--- src/rtl/scrambler_framer.sv ---
// scrambler_framer: frame builder for a W-bit-per-beat serial stream.
// A frame is an unscrambled header echoed from the input, then scrambled
// SERVICE bits, then scrambled payload from the input, then six forced-zero
// tail bits, then scrambled pad bits. The scrambler is a 7-bit LFSR
// (x^7 + x^4 + 1), unrolled to produce W bits per beat. Bit [0] of a beat is
// the earliest bit in time.
//
// state | meaning
// IDLE  | waiting for En; Seed/Length/Pad_bits are captured on En
// HDR   | echo header beats from the input, LFSR held
// SVC   | emit scrambled zero beats (SERVICE field)
// DATA  | emit input beats XOR scramble bits
// TAIL  | emit forced-zero beats, LFSR still advances
// PAD   | emit scrambled zero beats; the last one carries Out_last

module scrambler_framer #(
    parameter int W        = 1,
    parameter int HDR_BITS = 24,
    parameter int SVC_BITS = 16
) (
    input  logic         Clk,
    input  logic         Reset_n,
    input  logic         En,
    input  logic [6:0]   Seed,
    input  logic [11:0]  Length,
    input  logic [11:0]  Pad_bits,
    input  logic         In_valid,
    input  logic [W-1:0] In_data,
    output logic         In_ready,
    output logic         Out_valid,
    output logic [W-1:0] Out_data,
    output logic         Out_last,
    input  logic         Out_ready,
    output logic         Busy
);

    typedef enum logic [2:0] {IDLE, HDR, SVC, DATA, TAIL, PAD} state_t;

    typedef struct packed {
        state_t      st;
        logic [11:0] cnt;
    } seek_t;

    localparam logic [11:0] HDR_CNT  = 12'(HDR_BITS / W);
    localparam logic [11:0] SVC_CNT  = 12'(SVC_BITS / W);
    localparam logic [11:0] TAIL_CNT = 12'(6 / W);
    localparam logic [6:0]  LFSR_INIT = 7'h7F;

    state_t         state_q;
    logic [11:0]    cnt_q;
    logic [11:0]    len_q;
    logic [11:0]    pad_q;
    logic [6:0]     lfsr_q;
    logic [6:0]     lfsr_d;
    logic           out_valid_q;
    logic [W-1:0]   out_data_q;
    logic           out_last_q;

    logic           accept;
    logic           in_phase;
    logic           gen_phase;
    logic           beat;
    logic           final_beat;
    logic [W-1:0]   scr_bits;
    logic [W-1:0]   beat_data;
    logic [6:0]     lfsr_w;
    logic           fb;
    seek_t          nxt;
    seek_t          start;

    // Starting at start_at, return the first state with a non-zero beat count.
    // TAIL always has a non-zero count, so every frame ends through TAIL.
    function automatic seek_t seek(input state_t start_at,
                                   input logic [11:0] len_b,
                                   input logic [11:0] pad_b);
        seek_t  r;
        state_t s;
        s     = start_at;
        r.st  = IDLE;
        r.cnt = '0;
        if (s == HDR) begin
            if (HDR_CNT != 12'd0) begin
                r.st = HDR; r.cnt = HDR_CNT; return r;
            end
            s = SVC;
        end
        if (s == SVC) begin
            if (SVC_CNT != 12'd0) begin
                r.st = SVC; r.cnt = SVC_CNT; return r;
            end
            s = DATA;
        end
        if (s == DATA) begin
            if (len_b != 12'd0) begin
                r.st = DATA; r.cnt = len_b; return r;
            end
            s = TAIL;
        end
        if (s == TAIL) begin
            r.st = TAIL; r.cnt = TAIL_CNT; return r;
        end
        if (s == PAD) begin
            if (pad_b != 12'd0) begin
                r.st = PAD; r.cnt = pad_b; return r;
            end
        end
        return r;
    endfunction

    // The output register can take a new beat when empty or being drained.
    always_comb begin
        accept     = Out_ready || !out_valid_q;
        in_phase   = (state_q == HDR) || (state_q == DATA);
        gen_phase  = (state_q == SVC) || (state_q == TAIL) || (state_q == PAD);
        In_ready   = in_phase && accept;
        beat       = in_phase ? (In_valid && accept) : (gen_phase && accept);
        final_beat = (cnt_q == 12'd1) &&
                     ((state_q == PAD) || ((state_q == TAIL) && (pad_q == 12'd0)));
    end

    // Unrolled LFSR: W scramble bits for this beat and the state after them.
    always_comb begin
        lfsr_w   = lfsr_q;
        scr_bits = '0;
        fb       = 1'b0;
        for (int i = 0; i < W; i++) begin
            fb          = lfsr_w[6] ^ lfsr_w[3];
            scr_bits[i] = fb;
            lfsr_w      = {lfsr_w[5:0], fb};
        end
        lfsr_d = lfsr_w;
    end

    // Per-state content of the beat being produced.
    always_comb begin
        beat_data = '0;
        case (state_q)
            HDR:      beat_data = In_data;
            SVC, PAD: beat_data = scr_bits;
            DATA:     beat_data = In_data ^ scr_bits;
            default:  beat_data = '0;
        endcase
    end

    // Successor of the current state (zero-count states skipped) and the
    // entry state for a frame started by En.
    always_comb begin
        case (state_q)
            HDR:     nxt = seek(SVC,  len_q, pad_q);
            SVC:     nxt = seek(DATA, len_q, pad_q);
            DATA:    nxt = seek(TAIL, len_q, pad_q);
            TAIL:    nxt = seek(PAD,  len_q, pad_q);
            default: nxt = seek(IDLE, len_q, pad_q);
        endcase
        start = seek(HDR, 12'(Length / W), 12'(Pad_bits / W));
    end

    // Frame FSM with beat down-counter, LFSR and registered output stage.
    always_ff @(posedge Clk or negedge Reset_n) begin
        if (!Reset_n) begin
            state_q     <= IDLE;
            cnt_q       <= '0;
            len_q       <= '0;
            pad_q       <= '0;
            lfsr_q      <= LFSR_INIT;
            out_valid_q <= 1'b0;
            out_data_q  <= '0;
            out_last_q  <= 1'b0;
        end else begin
            if (beat) begin
                out_valid_q <= 1'b1;
                out_data_q  <= beat_data;
                out_last_q  <= final_beat;
            end else if (Out_ready) begin
                out_valid_q <= 1'b0;
                out_last_q  <= 1'b0;
            end

            case (state_q)
                IDLE: begin
                    if (En) begin
                        len_q   <= 12'(Length / W);
                        pad_q   <= 12'(Pad_bits / W);
                        lfsr_q  <= (Seed == 7'd0) ? LFSR_INIT : Seed;
                        state_q <= start.st;
                        cnt_q   <= start.cnt;
                    end
                end
                default: begin
                    if (beat) begin
                        if (state_q != HDR) begin
                            lfsr_q <= lfsr_d;
                        end
                        if (cnt_q == 12'd1) begin
                            state_q <= nxt.st;
                            cnt_q   <= nxt.cnt;
                        end else begin
                            cnt_q <= cnt_q - 12'd1;
                        end
                    end
                end
            endcase
        end
    end

    assign Out_valid = out_valid_q;
    assign Out_data  = out_data_q;
    assign Out_last  = out_last_q;
    assign Busy      = (state_q != IDLE);

endmodule
--- config.mk ---
export PLATFORM = sky130hd
export DESIGN_NAME = scrambler_framer
export DESIGN_NICKNAME = d
export VERILOG_FILES = /design/src/rtl/scrambler_framer.sv
export SDC_FILE = /design/constraint.sdc
export NUM_CORES = 1
export LEC_CHECK = 0
export ABC_AREA = 1
export CORE_MARGIN = 2
export CORE_UTILIZATION = 49
export CTS_CLUSTER_DIAMETER = 30
export CTS_CLUSTER_SIZE = 30
export DETAILED_ROUTE_END_ITERATION = 7
export DONT_BUFFER_PORTS = 1
export GPL_TIMING_DRIVEN = 0
export HOLD_SLACK_MARGIN = 0.08
export SYNTH_ARGS = -nofsm -noshare
export SYNTH_HDL_FRONTEND = slang
export SYNTH_SLANG_ARGS = --single-unit
--- constraint.sdc ---
create_clock -name Clk -period 3.4 [get_ports Clk]
set_clock_uncertainty 0.15 [all_clocks]
set_input_delay 1.02 -clock Clk [delete_from_list [all_inputs] [get_ports Clk]]
set_output_delay 1.02 -clock Clk [all_outputs]
set_load 0.02 [all_outputs]
After elaboration in Yosys (flattened, before gate mapping) --
Cells that the tools add are included.
Storage, ports and cells: input bits 37, register bits after elaboration 49, output and inout bits 5
Operators by class: multiplexer cells 88, add/subtract/negate cells 1, equality and inequality tests 13, reductions and logical operators 26, bitwise gates (word level) 2
Operator list (number):
- two-way mux 15 bit | 26
- one-hot mux 15 bit (4 select lines) | 1
- two-way mux 12 bit | 4
- two-way mux 1 bit | 37
- two-way mux 7 bit | 5
- two-way mux 3 bit | 11
- two-way mux 13 bit | 2
- nonzero test 12 bit | 2
- == test 3 bit, second input constant | 6
- two-way mux 14 bit | 1
- == test 12 x 1 -> 1 bit, second input constant | 1
- logical NOT 12 bit | 1
- subtractor 12 x 1 -> 12 bit, second input constant | 1
- == test 3 x 2 -> 1 bit, second input constant | 3
- nonzero test 2 bit | 4
- logical NOT 7 bit | 1
- AND reduction 3 bit | 2
- logical AND 1 bit | 5
- logical OR 1 bit | 5
- AND reduction 2 bit | 2
- == test 3 x 1 -> 1 bit, second input constant | 1
- logical NOT 3 bit | 1
- inequality test 3 x 1 -> 1 bit, second input constant | 1
- one-hot mux 1 bit (3 select lines) | 1
- other kinds (5) | 6

Longest topological paths before layout --
depth in word-level cells 29, gate-level depth with buffers 11, mapped depth without buffers 10

Least setup slack after synthesis --
Ideal clock, no wire load.
kind input -> output, start input Out_ready, end output In_ready, arrival time 1598 ps, slack 632 ps, cell stages on the path 4, path through inv_1 > nand2_1 > inv_1 > a21oi_1
Between the ends: cells in the longest elaborated chain, start to end 2
Ends and longest elaborated chain:
- start, declared | RTL line 33 | input logic Out_ready,
- logical OR 1 bit | RTL line 112 | accept = Out_ready || !out_valid_q;
- logical AND 1 bit | RTL line 115 | In_ready = in_phase && accept;
- end, declared | RTL line 29 | output logic In_ready,
No other way between the ends.

Worst setup path in the final report --
start register state_q[2], end output In_ready
Between the ends: cells in the longest elaborated chain, start to end 3
Ends and longest elaborated chain:
- start, declared | RTL line 49 | state_t state_q;
- start signal, assigned | RTL line 185 | state_q <= start.st;
- start signal, assigned | RTL line 195 | state_q <= nxt.st;
- == test 3 x 1 -> 1 bit / == test 3 x 2 -> 1 bit (equally long branches) | RTL line 113 | in_phase = (state_q == HDR) || (state_q == DATA);
- logical OR 1 bit * | RTL line 113
- logical AND 1 bit * | RTL line 115
Mark *: on every way between the ends. The rest lies on a longest branch, timed or not.

==> run_results.csv <==
group,metric,value,unit
timing,maxSlewViolCount,0,
run,drv.max_cap_violation_count,0,
timing,hold_viol_final,0,
clock_tree,post_cts_buffers,0,
clock_tree,cts-hold-fix-buffers,0,
worst_setup_path,endpoint_kind,"primary output",
power,static-leakage-power,1.59,nW
finish,num-fill-cells,610,
synthesis,post_syn_instances,406,
timing,tightest_slew,597,ps
clock_tree,ctsHtreeMaxLevel,2,
clock_tree,clock_latency,310,ps
timing,setup_repair_after_global_routing_missed_its_margin,"false",
global_routing,first_pass_grt_wire_length,11600,um
finish,layout-drive-gt1-share,0.109,
run_status,outcome,"finished, final reports clean",
clock_tree,cts_buffers,5,
synthesis,synthesis.area_per_instance,7.34,um2
timing,min_period_over_period,0.892,
worst_setup_path,worstSetupStartpoint,"state_q[2]",
clock_tree,max-clock-path-buffers,2,
hold_path,min_path_type,"primary input to asynchronous set/reset pin",
worst_setup_path,arrival_time_worst_endpoint,1860,ps
floorplanning,die_y,82.0,um
floorplanning,boundaryPins,42,
clock_tree,tritoncts,"yes",
route,detail_route.iter0.violations,74,
global_routing,antenna_violations_before_repair,0,
floorplanning,fp-row-count,28,
clock_tree,cts.sinks,49,
clock_tree,worst_setup_hold_path_clk_slew,100,ps
floorplanning,initial_utilization,0.506,
timing,final.setup.tns,0,ps
power,ir_drop,451,uV
route,drt-total-wl,6970,um
route,first_pass_iters,4,
route,drtAntennaViolNets,0,
clock_tree,clock_tree.root_cell,"sky130_fd_sc_hd__clkbuf_8",
power,power_consumption,3.18,mW
floorplanning,placeableCoreArea,0.00589,mm2
worst_setup_path,slowest_stage,"sky130_fd_sc_hd__a21oi_1",
timing,achievable-frequency,330,MHz
synthesis,synth_edf_count,0,
route,vias,2533,
timing,hold_slack,237,ps
finish,post-route-util,0.539,
place,globalplace.congestion,0.815,
finish,ant_diodes,0,
synthesis,mappedNetlistNets,445,
worst_setup_path,critPathMaxFanout,10,
finish,nets,452,
route,wl_per_cell,14.3,um
synthesis,synth_register_bits,49,
synthesis,synth_async_sr_flop_share,1.00,
global_routing,grt.total_usage,0.227,
global_routing,grt_start_max_net_pins,50,
floorplanning,dieArea,0.00672,mm2
worst_setup_path,launch_point_of_the_worst_reg_to_reg_path,"cnt_q[6]",
synthesis,mappedNetlistArea,0.00298,mm2
worst_setup_path,critical_path.cell_chain,"buf_6 > inv_1 > nand3_2 > clkbuf_1 > a21oi_1",
place,io_buffer_count,0,
worst_setup_path,criticalPathCategory,"flop to primary output",
worst_setup_path,critPathLaunchType,"flop",
synthesis,synth.yosys.seq_area_share,0.414,
place,place_hpwl,5340,um
timing,slew_headroom,0.599,
route,vias_per_cell,5.18,
route,drcViolationCount,0,
timing,final_setup_violation_count,0,
power,power_density,1000,mW/mm2
finish,area.growth.synth_to_final,6.42,%
worst_setup_path,critical_path.max_stage_delay,450,ps
synthesis,ys.flop_type,"sky130_fd_sc_hd__dfrtp_1",
global_routing,globalRouteOverflowTotal,0,
synthesis,synth_cell_types,27,
timing,layout_min_cycle_time,3030,ps
floorplanning,chipWidth,82.0,um
clock_tree,post_cts_resized,0,
global_routing,grt_pass1_vias,2395,
synthesis,yosysWarnings,0,
worst_setup_path,critPathRequiredTime,2230,ps
-- layout by cell type (no fill, tap or decap), types with 2 or more instances in the layout --
master / Yosys / routed
sky130_fd_sc_hd__buf_2: 3 / 3
sky130_fd_sc_hd__nand3_2: 2 / 2
sky130_fd_sc_hd__nand2_2: 5 / 5
sky130_fd_sc_hd__nor2_1: 67 / 67
sky130_fd_sc_hd__ha_1: 2 / 2
sky130_fd_sc_hd__xor2_1: 4 / 4
sky130_fd_sc_hd__dfstp_2: 7 / 7
sky130_fd_sc_hd__nand3_1: 66 / 66
sky130_fd_sc_hd__buf_6: 5 / 5
sky130_fd_sc_hd__clkbuf_8: 0 / 5
sky130_fd_sc_hd__nand4_1: 3 / 3
sky130_fd_sc_hd__mux2_2: 7 / 7
sky130_fd_sc_hd__o21ai_0: 7 / 7
sky130_fd_sc_hd__buf_4: 2 / 2
sky130_fd_sc_hd__nor3_1: 5 / 5
sky130_fd_sc_hd__nand2_1: 115 / 115
sky130_fd_sc_hd__dfrtp_1: 42 / 42
sky130_fd_sc_hd__mux2_1: 10 / 10
sky130_fd_sc_hd__inv_1: 37 / 37
sky130_fd_sc_hd__a21oi_1: 9 / 9
-- registers in the layout, indices dropped and copies added, names as in the netlist --
| signal | count |
|---|---|
| Out_valid | 1 |
| cnt_q | 12 |
| lfsr_q | 7 |
| Out_last | 1 |
| state_q | 3 |
| pad_q | 12 |
| len_q | 12 |
| Out_data | 1 |
-- worst max-delay path: cells and delay by family (launching register included) --
kind,cells,cell delay [ps]
AND/OR/NAND/NOR,1,140
buffers and inverters,3,580
AO/OA/AOI/OAI,1,450
flip-flops,1,380
-- power breakdown --
group | internal, mW | switching (mW)
Combinational | 0.620 | 1.07
Clock | 0.154 | 0.225
Sequential | 0.882 | 0.234
-- per-stage QoR --
stage | cells | area, um2 | setup slack [ps]
floorplan | 406 | 2980 | 632
finish | 489 | 3170 | 366
detailed placement | 481 | 3070 | 572
CTS | 489 | 3170 | 358
global placement | 481 | 3070 | 561
global route | 489 | 3170 | 267
-- layout make-up --
type	count	area [um2]	area share
multi-input cells	308	1510	0.477
flip-flops and latches	49	1230	0.389
inverters	38	143	0.0450
well taps	75	93.8	0.0296
plain buffers	11	90.1	0.0284
clock buffers	5	68.8	0.0217
clock inverters	3	28.8	0.00907
-- synth_stat cells (4+ instances only) --
| master | instances | area share |
|---|---|---|
| sky130_fd_sc_hd__a21oi_1 | 9 | 0.015 |
| sky130_fd_sc_hd__buf_6 | 5 | 0.019 |
| sky130_fd_sc_hd__dfrtp_1 | 42 | 0.35 |
| sky130_fd_sc_hd__dfstp_2 | 7 | 0.062 |
| sky130_fd_sc_hd__inv_1 | 37 | 0.047 |
| sky130_fd_sc_hd__mux2_1 | 10 | 0.038 |
| sky130_fd_sc_hd__mux2_2 | 7 | 0.026 |
| sky130_fd_sc_hd__nand2_1 | 115 | 0.14 |
| sky130_fd_sc_hd__nand2_2 | 5 | 0.010 |
| sky130_fd_sc_hd__nand3_1 | 66 | 0.11 |
| sky130_fd_sc_hd__nor2_1 | 67 | 0.084 |
| sky130_fd_sc_hd__nor3_1 | 5 | 0.0084 |
| sky130_fd_sc_hd__o21ai_0 | 7 | 0.012 |
| sky130_fd_sc_hd__xor2_1 | 4 | 0.012 |
-- worst paths after layout --
path                                  end  slack [ps]  cells past startpoint
worst min register to register  lfsr_q[1]         320                      2
worst max-delay path             In_ready         370                      5
worst max register to register   cnt_q[2]        1390                      6
min in group Clk                lfsr_q[1]         320                      2
max in group asynchronous       lfsr_q[5]        2650                      0
worst min-delay path             cnt_q[8]         240                      0
-- cells by family (layout without fill, tap and decap cells) --
family | after synthesis | after routing | share of synthesized area
AO/OA/AOI/OAI | 16 | 16 | 0.0269
XOR/XNOR | 4 | 4 | 0.0118
buffers and inverters | 49 | 57 | 0.0781
flip-flops | 49 | 49 | 0.414
adder cells (fa/ha/maj) | 2 | 2 | 0.00839
multiplexers | 17 | 17 | 0.0642
AND/OR/NAND/NOR | 269 | 269 | 0.396
-- layer usage --
layer,vias to the layer above,part of all wire,GRT usage
li1,1309,-,-
met1,1180,0.50,0.321
met2,38,0.45,0.363
met3,6,0.041,0.0429
met4,0,0.0093,0.0533
met5,-,0,0
No activity file was read; power rests on OpenSTA's default activity.
